==> config.mk <==
export PLATFORM = sky130hd
export DESIGN_NAME = mc_control_unit
export DESIGN_NICKNAME = d
export VERILOG_FILES = /design/src/rtl/mc_pkg.sv /design/src/rtl/mc_branch_cond.sv /design/src/rtl/mc_control_unit.sv
export SDC_FILE = /design/constraint.sdc
export NUM_CORES = 1
export LEC_CHECK = 0
export CAP_MARGIN = 5
export CORE_ASPECT_RATIO = 0.9
export CORE_UTILIZATION = 33
export DETAILED_ROUTE_END_ITERATION = 16
export PLACE_DENSITY = 0.57
export SYNTH_ARGS = -nofsm -noshare
export SYNTH_HDL_FRONTEND = slang
export SYNTH_SLANG_ARGS = --single-unit
==> constraint.sdc <==
create_clock -name clk -period 2.8 [get_ports clk]
set_input_delay 0.84 -clock clk [delete_from_list [all_inputs] [get_ports clk]]
set_output_delay 0.84 -clock clk [all_outputs]
set_load 0.05 [all_outputs]
==> src/rtl/mc_pkg.sv <==
// rtl/mc_pkg.sv - shared state encoding, opcode constants and select codes for mc_control_unit
// MC_UTYPE_EN adds the UI state for LUI/AUIPC.
package mc_pkg;

    typedef enum logic [3:0] {
        S_FETCH    = 4'd0,
        S_DECODE   = 4'd1,
        S_MEMADR   = 4'd2,
        S_MEMREAD  = 4'd3,
        S_MEMWB    = 4'd4,
        S_MEMWRITE = 4'd5,
        S_EXECR    = 4'd6,
        S_EXECI    = 4'd7,
        S_ALUWB    = 4'd8,
        S_BRANCH   = 4'd9,
        S_JAL      = 4'd10,
`ifdef MC_UTYPE_EN
        S_UI       = 4'd11,
`endif
        S_FAULT    = 4'd12
    } state_t;

    localparam logic [6:0] OP_LOAD   = 7'b0000011;
    localparam logic [6:0] OP_STORE  = 7'b0100011;
    localparam logic [6:0] OP_RTYPE  = 7'b0110011;
    localparam logic [6:0] OP_ITYPE  = 7'b0010011;
    localparam logic [6:0] OP_BRANCH = 7'b1100011;
    localparam logic [6:0] OP_JAL    = 7'b1101111;
    localparam logic [6:0] OP_LUI    = 7'b0110111;
    localparam logic [6:0] OP_AUIPC  = 7'b0010111;

    localparam logic [2:0] IMM_I = 3'b000;
    localparam logic [2:0] IMM_S = 3'b001;
    localparam logic [2:0] IMM_B = 3'b010;
    localparam logic [2:0] IMM_J = 3'b011;
    localparam logic [2:0] IMM_U = 3'b100;

    localparam logic [1:0] ALU_ADD   = 2'b00;
    localparam logic [1:0] ALU_SUB   = 2'b01;
    localparam logic [1:0] ALU_FUNCT = 2'b10;

    localparam logic [1:0] SRCA_PC     = 2'b00;
    localparam logic [1:0] SRCA_OLDPC  = 2'b01;
    localparam logic [1:0] SRCA_RS1    = 2'b10;
    localparam logic [1:0] SRCA_ZERO   = 2'b11;

    localparam logic [1:0] SRCB_RS2  = 2'b00;
    localparam logic [1:0] SRCB_IMM  = 2'b01;
    localparam logic [1:0] SRCB_FOUR = 2'b10;

    localparam logic [1:0] RES_ALUOUT    = 2'b00;
    localparam logic [1:0] RES_DATA      = 2'b01;
    localparam logic [1:0] RES_ALURESULT = 2'b10;

    function automatic logic [2:0] imm_decode(input logic [6:0] opcode);
        case (opcode)
            OP_LOAD, OP_ITYPE: imm_decode = IMM_I;
            OP_STORE:          imm_decode = IMM_S;
            OP_BRANCH:         imm_decode = IMM_B;
            OP_JAL:            imm_decode = IMM_J;
            OP_LUI, OP_AUIPC:  imm_decode = IMM_U;
            default:           imm_decode = IMM_I;
        endcase
    endfunction

endpackage

==> src/rtl/mc_branch_cond.sv <==
// rtl/mc_branch_cond.sv - branch taken / illegal evaluation from funct3 and ALU flags
module mc_branch_cond (
    input  logic [2:0] funct3,
    input  logic       zero,
    input  logic       lt,
    input  logic       ltu,
    output logic       taken,
    output logic       illegal
);

    always_comb begin
        taken   = 1'b0;
        illegal = 1'b0;
        case (funct3)
            3'b000:  taken = zero;
            3'b001:  taken = ~zero;
            3'b100:  taken = lt;
            3'b101:  taken = ~lt;
            3'b110:  taken = ltu;
            3'b111:  taken = ~ltu;
            default: illegal = 1'b1;
        endcase
    end

endmodule

==> src/rtl/mc_control_unit.sv <==
// rtl/mc_control_unit.sv - multicycle RV32 control FSM with memory-wait timeout and sticky fault
// MC_UTYPE_EN enables decoding of LUI/AUIPC through the UI state.
module mc_control_unit
    import mc_pkg::*;
#(
    parameter int TIMEOUT = 255,
    parameter int TW      = 8
) (
    input  logic       clk,
    input  logic       rst,
    input  logic [6:0] opcode,
    input  logic [2:0] funct3,
    input  logic       zero,
    input  logic       lt,
    input  logic       ltu,
    input  logic       mem_ready,
    output logic       mem_req,
    output logic       mem_write,
    output logic       ir_write,
    output logic       pc_write,
    output logic       reg_write,
    output logic       adr_src,
    output logic [1:0] alu_src_a,
    output logic [1:0] alu_src_b,
    output logic [1:0] alu_op,
    output logic [1:0] result_src,
    output logic [2:0] imm_src,
    output logic [3:0] state,
    output logic       retire,
    output logic       fault
);

    localparam logic [TW-1:0] LAST_WAIT = TW'(TIMEOUT > 0 ? TIMEOUT - 1 : 0);

    state_t        state_q;
    state_t        cur;
    state_t        nxt;
    logic [TW-1:0] wait_cnt;
    logic          waiting;
    logic          expired;
    logic          taken;
    logic          illegal;

    // Reset overrides the registered state so the outputs look like FETCH during the reset cycle itself.
    assign cur     = rst ? S_FETCH : state_q;
    assign waiting = mem_req & ~mem_ready;
    assign expired = (TIMEOUT > 0) && waiting && (wait_cnt == LAST_WAIT);

    mc_branch_cond u_branch_cond (
        .funct3  (funct3),
        .zero    (zero),
        .lt      (lt),
        .ltu     (ltu),
        .taken   (taken),
        .illegal (illegal)
    );

    always_ff @(posedge clk) begin
        if (rst) begin
            state_q  <= S_FETCH;
            wait_cnt <= '0;
        end else begin
            state_q <= nxt;
            if (nxt != state_q) begin
                wait_cnt <= '0;
            end else if (waiting) begin
                wait_cnt <= wait_cnt + 1'b1;
            end
        end
    end

    always_comb begin
        nxt = cur;
        case (cur)
            S_FETCH: begin
                if (mem_ready)    nxt = S_DECODE;
                else if (expired) nxt = S_FAULT;
            end
            S_DECODE: begin
                case (opcode)
                    OP_LOAD, OP_STORE: nxt = S_MEMADR;
                    OP_RTYPE:          nxt = S_EXECR;
                    OP_ITYPE:          nxt = S_EXECI;
                    OP_BRANCH:         nxt = S_BRANCH;
                    OP_JAL:            nxt = S_JAL;
`ifdef MC_UTYPE_EN
                    OP_LUI, OP_AUIPC:  nxt = S_UI;
`endif
                    default:           nxt = S_FAULT;
                endcase
            end
            S_MEMADR:  nxt = (opcode == OP_STORE) ? S_MEMWRITE : S_MEMREAD;
            S_MEMREAD: begin
                if (mem_ready)    nxt = S_MEMWB;
                else if (expired) nxt = S_FAULT;
            end
            S_MEMWB:    nxt = S_FETCH;
            S_MEMWRITE: begin
                if (mem_ready)    nxt = S_FETCH;
                else if (expired) nxt = S_FAULT;
            end
            S_EXECR, S_EXECI: nxt = S_ALUWB;
            S_ALUWB:          nxt = S_FETCH;
            S_BRANCH:         nxt = illegal ? S_FAULT : S_FETCH;
            S_JAL:            nxt = S_ALUWB;
`ifdef MC_UTYPE_EN
            S_UI:             nxt = S_ALUWB;
`endif
            default:          nxt = S_FAULT;
        endcase
    end

    always_comb begin
        mem_req    = 1'b0;
        mem_write  = 1'b0;
        ir_write   = 1'b0;
        pc_write   = 1'b0;
        reg_write  = 1'b0;
        adr_src    = 1'b0;
        alu_src_a  = SRCA_PC;
        alu_src_b  = SRCB_RS2;
        alu_op     = ALU_ADD;
        result_src = RES_ALUOUT;
        retire     = 1'b0;
        fault      = (cur == S_FAULT);
        imm_src    = imm_decode(opcode);
        state      = cur;
        case (cur)
            S_FETCH: begin
                mem_req    = 1'b1;
                alu_src_b  = SRCB_FOUR;
                result_src = RES_ALURESULT;
                ir_write   = mem_ready & ~rst;
                pc_write   = mem_ready & ~rst;
            end
            S_DECODE: begin
                alu_src_a = SRCA_OLDPC;
                alu_src_b = SRCB_IMM;
            end
            S_MEMADR: begin
                alu_src_a = SRCA_RS1;
                alu_src_b = SRCB_IMM;
            end
            S_MEMREAD: begin
                mem_req = 1'b1;
                adr_src = 1'b1;
            end
            S_MEMWB: begin
                result_src = RES_DATA;
                reg_write  = 1'b1;
                retire     = 1'b1;
            end
            S_MEMWRITE: begin
                mem_req   = 1'b1;
                mem_write = 1'b1;
                adr_src   = 1'b1;
                retire    = mem_ready;
            end
            S_EXECR: begin
                alu_src_a = SRCA_RS1;
                alu_op    = ALU_FUNCT;
            end
            S_EXECI: begin
                alu_src_a = SRCA_RS1;
                alu_src_b = SRCB_IMM;
                alu_op    = ALU_FUNCT;
            end
            S_ALUWB: begin
                reg_write = 1'b1;
                retire    = 1'b1;
            end
            S_BRANCH: begin
                alu_src_a = SRCA_RS1;
                alu_op    = ALU_SUB;
                pc_write  = taken & ~illegal;
                retire    = ~illegal;
            end
            S_JAL: begin
                alu_src_a = SRCA_OLDPC;
                alu_src_b = SRCB_FOUR;
                pc_write  = 1'b1;
            end
`ifdef MC_UTYPE_EN
            S_UI: begin
                alu_src_a = (opcode == OP_LUI) ? SRCA_ZERO : SRCA_OLDPC;
                alu_src_b = SRCB_IMM;
            end
`endif
            default: ;
        endcase
    end

endmodule

# Word-level counts from Yosys, hierarchy flattened
# Cells that the tools add are included.
[classes]
n_addsub = 1
multipliers = 0
div_mod_pow = 0
n_lt_le_gt_ge = 0
n_eq_ne = 26
shifts = 0
n_mux = 22
bitwise_logic = 8
reduce_logical = 16
[ops]
columns = ["operator", "n"]
rows = [
  ["case mux 4 bit (8 select lines)", 1],
  ["2-to-1 mux 4 bit", 6],
  ["equality test 7 x 6 -> 1 bit (second input constant)", 3],
  ["case mux 4 bit (5 select lines)", 1],
  ["equality test 4 x 3 -> 1 bit (second input constant)", 4],
  ["equality test 4 bit (second input constant)", 4],
  ["case mux 2 bit (2 select lines)", 4],
  ["OR reduction 2 bit", 8],
  ["equality test 7 x 5 -> 1 bit (second input constant)", 2],
  ["equality test 7 bit (second input constant)", 2],
  ["equality test 3 bit (second input constant)", 4],
  ["case mux 3 bit (4 select lines)", 1],
  ["OR reduction 3 bit", 3],
  ["adder 8 x 1 -> 8 bit (second input constant)", 1],
  ["equality test 4 x 2 -> 1 bit (second input constant)", 2],
  ["equality test 8 bit (second input constant)", 1],
  ["equality test 7 x 2 -> 1 bit (second input constant)", 1],
  ["case mux 1 bit (3 select lines)", 2],
  ["case mux 1 bit (6 select lines)", 1],
  ["OR reduction 6 bit", 1],
  ["2-to-1 mux 1 bit", 5],
  ["NOT 1 bit", 5],
  ["equality test 4 x 1 -> 1 bit (second input constant)", 1],
  ["zero test 4 bit", 1],
  ["other kinds (7)", 9],
]
[word_totals]
register_bits = 12
latch_bits = 0
ramBits = 0
romBits = 0
input_bits = 16
output_inout_bits = 23
wordCells = 75
n_memories = 0

# Longest topological paths before layout
# Gate-level depths: netlist of the first run.
[logic_depth]
depth_word = 11
depth_mapped = 8
mapped_depth_nobuf = 7

# Cells and area by module
# From an unflattened synthesis of the first run, not the netlist that was laid out.
[hier_totals]
cells_unflattened = 176
area_unflattened_um2 = 1249.9
[modules_own_cells]
columns = ["module", "instances", "cells_each", "area_per_inst_um2", "seq_area_each_um2"]
rows = [
  ["mc_control_unit", 1, 170, 1203.7, 240.2],
  ["mc_branch_cond", 1, 6, 46.3, 0.0],
]

# Worst setup path before layout of the first run
# Ideal clock, no wire load.
[synth_timing]
path_type = "input to output"
start = "input rst"
end = "output retire"
arrival_time_ns = 3.759
required_time_ns = 1.960
setup_slack_ns = -1.799
stages = 4
path_buffers = 0
path_cell_list = "nor2b_1 > and3_1 > nand2_1 > a311oi_1"
[synth_between]
elab_chain_cells = 4
elab_cells_between_ends = 7
classes_between = "eq/ne: 4; mux: 2; reduce/logical: 1"
[synth_rtl]
columns = ["item", "line", "rtl"]
rows = [
  ["start: declaration", "mc_control_unit.sv:10", "input logic rst,"],
  ["2-to-1 mux 4 bit *", "mc_control_unit.sv:45", "assign cur = rst ? S_FETCH : state_q;"],
  ["equality test 4 bit / equality test 4 x 3 -> 1 bit (equally long branches)", "mc_control_unit.sv:128", "case (cur)"],
  ["OR reduction 2 bit (no line)", "--", ""],
  ["case mux 1 bit (3 select lines) *", "mc_control_unit.sv:128", ""],
  ["end: declaration", "mc_control_unit.sv:29", "output logic retire,"],
]
# Mark *: on every way between the ends. The rest lies on a longest branch, timed or not.

# Worst setup path after layout of the first run
[layout_timing]
start = "input opcode[6]"
end = "output imm_src[0]"
[layout_between]
elab_chain_cells = 3
elab_cells_between_ends = 7
classes_between = "eq/ne: 5; mux: 1; reduce/logical: 1"
[layout_rtl]
columns = ["item", "line", "rtl"]
rows = [
  ["start: declaration", "mc_control_unit.sv:11", "input logic [6:0] opcode,"],
  ["equality test 7 x 6 -> 1 bit / equality test 7 x 5 -> 1 bit (equally long branches)", "mc_pkg.sv:56", "case (opcode)"],
  ["OR reduction 2 bit", "mc_pkg.sv:56", ""],
  ["case mux 3 bit (4 select lines) *", "mc_pkg.sv:56", ""],
  ["end: declaration", "mc_control_unit.sv:27", "output logic [2:0] imm_src,"],
]
# Marks and branches as above.

==> results of run 1 <==
[path summary, 6_finish.rpt]
check	cells past startpoint	from	end	slack [ns]
worst max-delay path	4	opcode[6]	imm_src[0]	0.05
worst min-delay path	2	wait_cnt[5]	wait_cnt[5]	0.56
worst max register to register	7	state_q[1]	wait_cnt[4]	0.39
worst min register to register	2	wait_cnt[5]	wait_cnt[5]	0.56
[worst register-to-register path: cells and delay by family (launching register included)]
kind / cells / cell delay, ns
DFF: 1 / 0.64
xor gates and xnor gates: 1 / 0.24
AOI/OAI and AO/OA: 2 / 0.55
and+or+nand+nor: 3 / 0.71
buffers and inverters: 1 / 0.19
[where the power goes]
| part | internal (W) | total [W] | switching, W | leakage [nW] |
|---|---|---|---|---|
| clock network | 0.000125 | 0.000193 | 0.0000687 | 0.0288 |
| logic | 0.000188 | 0.000397 | 0.000210 | 0.787 |
| registers | 0.000178 | 0.000191 | 0.0000130 | 0.0977 |
| total | 0.000490 | 0.000781 | 0.000291 | 0.913 |
[per-layer routing]
metal  part of all wire  global-route usage
met2               0.49              0.3714
met5                  0                   0
met4             0.0073             0.01824
met1               0.47              0.2788
met3              0.035             0.03383
[kinds of logic after synthesis]
| kind of cell | share of synthesized area |
|---|---|
| mux | 0.01581 |
| flops | 0.1897 |
| buf+inv | 0.04842 |
| compound gates | 0.2332 |
| xor+xnor | 0.08202 |
| simple gates | 0.4111 |
| fa+ha+maj | 0.01976 |
[cells in the final DEF (no fill, tap or decap), types with 5 or more instances in the layout]
cell type       n
buf_12         22
xnor2_1         6
nand2b_1        6
dfxtp_1        11
nor3_1          8
a21oi_1         9
nor2_1         10
nand2_1        14
buf_4          41
nor2b_1         5
dlygate4sd2_1   7
[stage by stage]
stage | TNS (ns) | hold WS (ns) | utilization
final | 0 | 0.5553 | 0.6663
after global placement | -8.917 | 0.5390 | 0.6426
after CTS | 0 | 0.5625 | 0.6645
after floorplan | -0.7991 | 0.5139 | -
after global routing | 0 | 0.5840 | 0.6663
after detailed placement | -9.531 | 0.5521 | 0.6426
[synth_stat cells (all sizes together) (3+ instances only)]
master / count
nor2b: 8
o21ai: 3
nand2b: 6
nand3b: 4
inv: 4
buf: 7
a2111oi: 3
nor4: 4
nand2: 17
nand4: 3
nor3: 12
clkbuf: 3
nor2: 12
a21oi: 9
or3: 5
xnor2: 7
nand3: 3
dfxtp: 12
xor2: 4
nor3b: 4
[flip-flops by register name (all words and copies together) (netlist names)]
signal and cells:
wait_cnt 8, state_q 4
[what timing repair did]
action	4_1_cts	5_1_grt
setup endpoints to repair	30	12
setup buffers	1	0
resized for setup	36	12
pin swaps	9	6
[final cells by class]
cell class              instances  area (µm²)  area share
flip-flops and latches         12       241.5      0.1027
multi-input cells             139        1114      0.4737
inverters                       4       15.01    0.006386
repair buffers                 78       870.8      0.3704
well taps                      44       55.05     0.02342
clock buffers                   4       55.05     0.02342
==> summary.md, run 1 <==
| Metric | Value |
|---|---|
| H-tree depth | 1 |
| Dpl ws | -0.4964 ns |
| Critical path class | in2out |
| Cts bufs inserted | 3 |
| Leak | 0.9133 nW |
| CP endpoint kind | primary output |
| Synth Register Bits | 12 |
| Startpoint Class | primary input |
| Mapped cell area | 0.001266 mm² |
| Initial antenna violation count | 0 |
| Number of global-route vias before repair | 1468 |
| TritonCTS clock tree | built |
| DR WL/cell | approximately 14 µm |
| Post-route DRC | 0 |
| Relative slew slack | 0.6559 |
| Design Power | 0.0007813 W |
| Max Slew Vio Count | 0 |
| First-pass GRT wire length | 6.679 mm |
| Initial DRC Count | 119 |
| Synth cell types | 56 |
| Die Ht | 60.77 µm |
| Core area | 0.003528 mm² |
| Skew-Pair Late Insertion Delay | 0.25 ns |
| Die ar. | 0.004089 mm² |
| Initial core utilization | 0.3589 |
| Syn Area/Cell | approximately 7.7 µm² |
| VDD IR max | 0.2346 mV |
| CP cell instances | clkdlybuf4s15_1 > or4_4 > nand2_4 > buf_12 |
| Final HPWL DP | ~3.1 mm |
| I/O Buffers | 38 |
| Worst setup margin | 0.05426 ns |
| CP max stage delay | 0.59 ns |
| Clock buffer depth | 2 |
| DR vias | 1509 |
| Top FF cell, synth | dfxtp_1 |
| Post-DRT Antenna Nets | 0 |
| Routability cong. | 0.8056 |
| RSZ-0062 raised after global routing | false |
| Final wirelength | 3.953 mm |
| Synth top area share | 0.1897 |
| Final min period | 2.746 ns |
| Die X | 67.30 µm |
| Worst-path clk slew | 0.05 ns |
| Top Ports | 39 |
| Synth warnings | 0 |
| Syn Nets | roughly 180 |
| PwrDens | 332.3 mW/mm² |
| Bufs and invs on worst path | 2 |
| Maxcap violations | 0 |
| Final setup viols | 0 |
| Final std cells w/o fill | around 280 |
| Final instance area | 0.002351 mm² |
| Nets | between 200 and 300 |
| Placed cell area | 0.002267 mm² |
| Critical Path AT | 1.91 ns |
| Post-synth EDFFs | 0 |
| CP max FO | 6 |
| Placed cell count | 276 |
| HP Class | reg2reg |
| # fillers | 282 |
| Largest net degree at the start of global routing | 17 |
| Row Count | 20 |
| Seq/Total Area, Yosys | 0.1897 |
| Hold-fix buffer count after cts | 0 |
| Synthesis-to-layout area growth | 85.67% |
| Critical Path Slowest Stage Cell | or4_4 |
| Hold Vio Cnt, Final | 0 |
| Gr ovfl total | 0 |
| Clock sinks | 12 |
| Share of cells above drive strength 1 | 0.4473 |
| Status | completed |
| Delay-heaviest family, CP | simple AND/OR/NAND/NOR gates |
| Router iterations before antenna repair | 4 |
| Worst Clk Skew | 0.003174 ns |
| Maximum achievable frequency | 364.2 MHz |
| Cell type with the largest total area after synthesis | dfxtp_1 |
| Synth Instances | 165 |
| Largest cells by area after synthesis | dfxtp_1, nand2_1, nor3_1 |
| Gr usage total | 0.2103 |
| Least-Margin Pin Slew | 0.5154 ns |
| Vias/cell | between 5 and 6 |
| Clk root buf | clkbuf_8 |
| Req. time, crit path | ~2.0 ns |
| Post-synthesis async set-or-reset flop share | 0 |
| Fin crit share | 0.9806 |
| Diodes inserted | 0 |
Note: power is estimated with default switching activity, not from simulation.
==> inputs of run 2 (changes only) <==
Settings changed: CORE_UTILIZATION 33 to 41, PLACE_DENSITY 0.57 to 0.69.
==> summary.md, run 2 (synthesized netlist as in run 1, its figures left out) <==
| Metric | Value |
|---|---|
| Status | finished, violations left |
| Failing checks | negative setup slack |
| Hold WS | 0.5627 ns |
| Top flop regs | wait_cnt (8), state_q (4) |
| Nets | 261 |
| Final wirelength | about 4.4 mm |
| Clock buffer depth | 2 |
| Hold Vio Cnt, Final | 0 |
| Biggest register | wait_cnt |
| Initial DRC Count | 83 |
| Worst-path clk slew | 0.07 ns |
| Die Ht | 54.72 µm |
| H-tree depth | 1 |
| Post-route DRC | 0 |
| Final setup viols | 1 |
| Most frequent cells in the layout | buf_4, buf_12, nand2_1 |
| Maximum achievable frequency | 355.9 MHz |
| Initial antenna violation count | 0 |
| Critical Path AT | between 1.5 and 2 ns |
| Skew-Pair Late Insertion Delay | 0.27 ns |
| Largest register FFs | 8 |
| # fillers | between 150 and 200 |
| CP endpoint kind | primary output |
| Req. time, crit path | slightly below 2 ns |
| Worst setup margin | -0.009563 ns |
| Max Slew Vio Count | 0 |
| DR vias | 1585 |
| Fin crit share | 1.003 |
| CP max FO | 2 |
| Share of the core filled with cells | 0.8298 |
| Worst Clk Skew | between 0.0015 and 0.002 ns |
| Least-Margin Pin Slew | 0.5249 ns |
| Gr usage total | 0.2693 |
| Final min period | 2.810 ns |
| HP Class | reg2reg |
| Relative slew slack | 0.6496 |
| Diodes inserted | 0 |
| Top Ports | 39 |
| Gr ovfl total | 0 |
| Startpoint Class | primary input |
| Clk pwr share | 0.152 |
| Int Pwr | 0.0004178 W |
| TritonCTS clock tree | built |
| Number of global-route vias before repair | 1416 |
| Switching Share | 0.4050 |
| Die ar. | 0.003315 mm² |
| Placed cell count | 273 |
| CP cell instances | buf_6 > or2_4 > or4_4 > nand2_4 > buf_12 |
| Initial core utilization | 0.4462 |
| Critical path class | in2out |
| First-pass GRT wire length | 6.651 mm |
| Switch Pwr | 0.0002844 W |
| Router iterations before antenna repair | 4 |
| Final HPWL DP | 3.464 mm |
| Cts bufs inserted | 3 |
| Post-DRT Antenna Nets | 0 |
| VDD IR max | 0.2294 mV |
| Row Count | 18 |
| Share of cells above drive strength 1 | 0.4481 |
| RSZ-0062 raised after global routing | true |
| Leak | 0.9347 nW |
| Power share of the combinational group | 0.577 |
| Critical Path Slowest Stage Cell | or4_4 |
| Commonest non-fill, non-tap cell in the layout | buf_4 |
| Sequential power share | 0.272 |
| CP max stage delay | 0.57 ns |
| Synthesis-to-layout area growth | 85.97% |
| Clk root buf | clkbuf_4 |
| PwrDens | roughly 300 mW/mm² |
| Largest net degree at the start of global routing | 21 |
| Vias/cell | approximately 5.6 |
| Clock sinks | 12 |
| DR WL/cell | 15.54 µm |
| Die X | 60.58 µm |
| I/O Buffers | 38 |
| Routability cong. | 0.8155 |
| Final std cells w/o fill | 281 |
| Core area | 0.002838 mm² |
| Maxcap violations | 0 |
==> run 2: changes by cell type in the layout (fill, tap and decap cells not counted), moves of 2 or more <==
cell           previous run  this run
buf_6                     1         3
buf_4                    41        45
clkbuf_4                  0         3
clkbuf_8                  4         0
dlygate4sd2_1             7         9
==> run 2: through the flow <==
stage	power [W]	setup WS, ns	area [µm²]	setup TNS, ns
after floorplan	0.0004106	-0.4575	1368	-0.7991
after global placement	0.0005799	-0.4605	2270	-7.971
after detailed placement	0.0005913	-0.5408	2270	-9.207
after CTS	0.0006931	0.001392	2313	0
after global routing	0.0007311	-0.03211	2355	-0.04254
final	0.0007023	-0.009563	2355	-0.009563
==> run 2: path summary, 6_finish.rpt <==
check / end / start / cells past startpoint / slack, ns
min reg2reg: wait_cnt[5] / wait_cnt[5] / 2 / 0.56
max reg2reg: wait_cnt[1] / state_q[2] / 6 / 0.31
min: wait_cnt[5] / wait_cnt[5] / 2 / 0.56
max: imm_src[0] / opcode[3] / 5 / -0.01
==> run 2: power by group through the flow <==
stage / combinational (W) / clock (W) / sequential, W
floorplan: 0.000226 / 0 / 0.000184
global placement: 0.000387 / 0 / 0.000193
detailed placement: 0.000397 / 0 / 0.000194
CTS: 0.000398 / 0.000105 / 0.000190
global route: 0.000426 / 0.000113 / 0.000192
finish: 0.000405 / 0.000107 / 0.000191
==> run 2: worst max-delay path, delay by kind of cell <==
family	cells	cell delay (ns)
buffers and inverters	2	0.22
and+or+nand+nor	3	0.91
==> run 2: timing repair <==
| item | 4_1_cts | 5_1_grt |
|---|---|---|
| pin swaps | 9 | 6 |
| gates cloned | 0 | 0 |
| setup endpoints to repair | 30 | 5 |
| buffers inserted | 2 | 3 |
| hold buffers | 0 | 0 |
| resized for setup | 35 | 9 |
==> run 2: area by class of cell <==
class / instances / area, µm² / share of cell area
Timing Repair Buffer: 83 / 920.9 / 0.3911
Multi-Input combinational cell: 139 / 1106 / 0.4697
Inverter: 4 / 15.01 / 0.006376
Tap cell: 40 / 50.05 / 0.02125
Clock buffer: 3 / 22.52 / 0.009564
Sequential cell: 12 / 240.2 / 0.1020
==> run 2: routing by layer <==
| layer | wire (µm) | GRT usage | vias to the layer above |
|---|---|---|---|
| met3 | 231 | 0.03783 | 4 |
| li1 | - | - | 763 |
| met2 | 2277 | 0.4780 | 58 |
| met5 | 0 | 0 | - |
| met4 | 40 | 0.03788 | 0 |
| met1 | 1818 | 0.3540 | 760 |
==> inputs of run 3 (changes only) <==
Settings changed: SETUP_SLACK_MARGIN set to 0.02.
==> summary.md, run 3 (synthesized netlist as in run 1, its figures left out) <==
| Metric | Value |
|---|---|
| Number of global-route vias before repair | 1417 |
| Worst Clk Skew | 0.005919 ns |
| Final setup viols | 0 |
| Clock buffer depth | 2 |
| Die Ht | 54.72 µm |
| Final std cells w/o fill | 283 |
| Reg2Reg Depth | 7 |
| Gr usage total | 0.2670 |
| Vias/cell | 5.700 |
| VDD IR max | 0.2366 mV |
| Routability cong. | approximately 0.88 |
| Initial core utilization | 0.4462 |
| HP Class | reg2reg |
| Post-DRT Antenna Nets | 0 |
| Reg2reg start | state_q[1] |
| Gr ovfl total | 0 |
| Critical Path AT | 1.92 ns |
| Top Ports | 39 |
| Clk root buf | clkbuf_4 |
| Share of cells above drive strength 1 | 0.4733 |
| Router iterations before antenna repair | 5 |
| Commonest non-fill, non-tap cell in the layout | buf_4 |
| Die X | about 60 µm |
| Final HPWL DP | 3.278 mm |
| Core area | 0.002838 mm² |
| Status | completed |
| Hold Vio Cnt, Final | 0 |
| Max Slew Vio Count | 0 |
| First-pass GRT wire length | 6.589 mm |
| Worst-path clk slew | 0.07 ns |
| Relative slew slack | 0.6571 |
| Largest register FFs | 8 |
| Initial antenna violation count | 0 |
| Fin crit share | 0.9852 |
| Leak | between 0.9 and 1 nW |
| Flop2flop setup slack | 0.42 ns |
| Diodes inserted | 0 |
| CP max stage delay | roughly 0.5 ns |
| Critical path class | in2out |
| DR WL/cell | 15.19 µm |
| Least-Margin Pin Slew | 0.5137 ns |
| Largest net degree at the start of global routing | 15 |
| Placed cell count | approximately 280 |
| Die ar. | 0.003315 mm² |
| Initial DRC Count | 68 |
| Final min period | 2.759 ns |
| Reg-to-Reg End | wait_cnt[4] |
| PwrDens | 297.0 mW/mm² |
| TritonCTS clock tree | built |
| # fillers | 179 |
| Maximum achievable frequency | 362.5 MHz |
| Row Count | 18 |
| Req. time, crit path | slightly below 2 ns |
| WHS Endpoint | wait_cnt[5] |
| Most frequent cells in the layout | buf_4, buf_12, nand2_1 |
| Final wirelength | approximately 4.3 mm |
| Hold path start | wait_cnt[5] |
| Skew-Pair Late Insertion Delay | 0.28 ns |
| Synthesis-to-layout area growth | 89.82% |
| Hold Crit Depth | 2 |
| Top flop regs | wait_cnt (8), state_q (4) |
| CP endpoint kind | primary output |
| Critical Path Slowest Stage Cell | or4_4 |
| RSZ-0062 raised after global routing | false |
| DR vias | about 1600 |
| CP cell instances | clkdlybuf4s15_1 > nand2b_4 > or4_4 > nand2_4 > buf_12 |
| Startpoint Class | primary input |
| Clock sinks | 12 |
| Nets | 263 |
| Maxcap violations | 0 |
| I/O Buffers | 38 |
| TNS Setup | 0 ns |
| Cts bufs inserted | 3 |
| Post-route DRC | 0 |
| CP max FO | 4 |
| H-tree depth | 1 |
| Hold WS | about 0.57 ns |
| Biggest register | wait_cnt |
[run 3: worst max path at each step]
stage / startpoint / end / slack, ns / depth (start not counted)
after detailed placement: rst / retire / -0.52 / 6
after floorplan: rst / retire / -0.46 / 4
after global placement: rst / retire / -0.50 / 6
after global routing: opcode[5] / imm_src[0] / 0.01 / 5
after CTS: opcode[6] / imm_src[0] / 0.02 / 4
final: opcode[5] / imm_src[0] / 0.04 / 5
[run 3: critical path: cells and delay by family]
kind | cells | cell delay [ns]
AND/OR/NAND/NOR | 3 | 0.66
buffers and inverters | 2 | 0.41
[run 3: through the flow]
stage,util,total power (W),area (µm²),setup WS [ns]
floorplan,-,0.0004143,1380,-0.4575
global placement,0.8051,0.0005832,2285,-0.4992
detailed placement,0.8051,0.0005942,2285,-0.5204
CTS,0.8241,0.0007007,2338,0.02236
global route,0.8470,0.0007531,2404,0.01229
finish,0.8470,0.0007138,2404,0.04141
[run 3: repair_timing]
action	CTS	global route
setup endpoints to repair	30	11
hold buffers	0	0
pin swaps	10	7
resized for setup	41	14
buffers inserted	2	3
[run 3: power by group]
| group | switching [W] | internal, W |
|---|---|---|
| logic | 0.000217 | 0.000195 |
| clock network | 0.0000572 | 0.0000500 |
| registers | 0.0000166 | 0.000177 |
| total | 0.000291 | 0.000423 |
[run 3: cell type report]
cell class              count  area [µm²]  area share
inverters                   4       15.01    0.006247
multi-input cells         139        1155      0.4805
clock buffers               3       22.52    0.009370
flip-flops and latches     12       241.5      0.1005
well taps                  40       50.05     0.02082
repair buffers             85       919.6      0.3826
[run 3: routing by layer]
layer  vias to the layer above  GRT usage  part of all wire
met1                       775     0.3479              0.41
met4                         0    0.07955             0.017
met2                        60     0.4524              0.52
met3                         9    0.04492             0.046
li1                        769          -                 -
met5                         -          0                 0
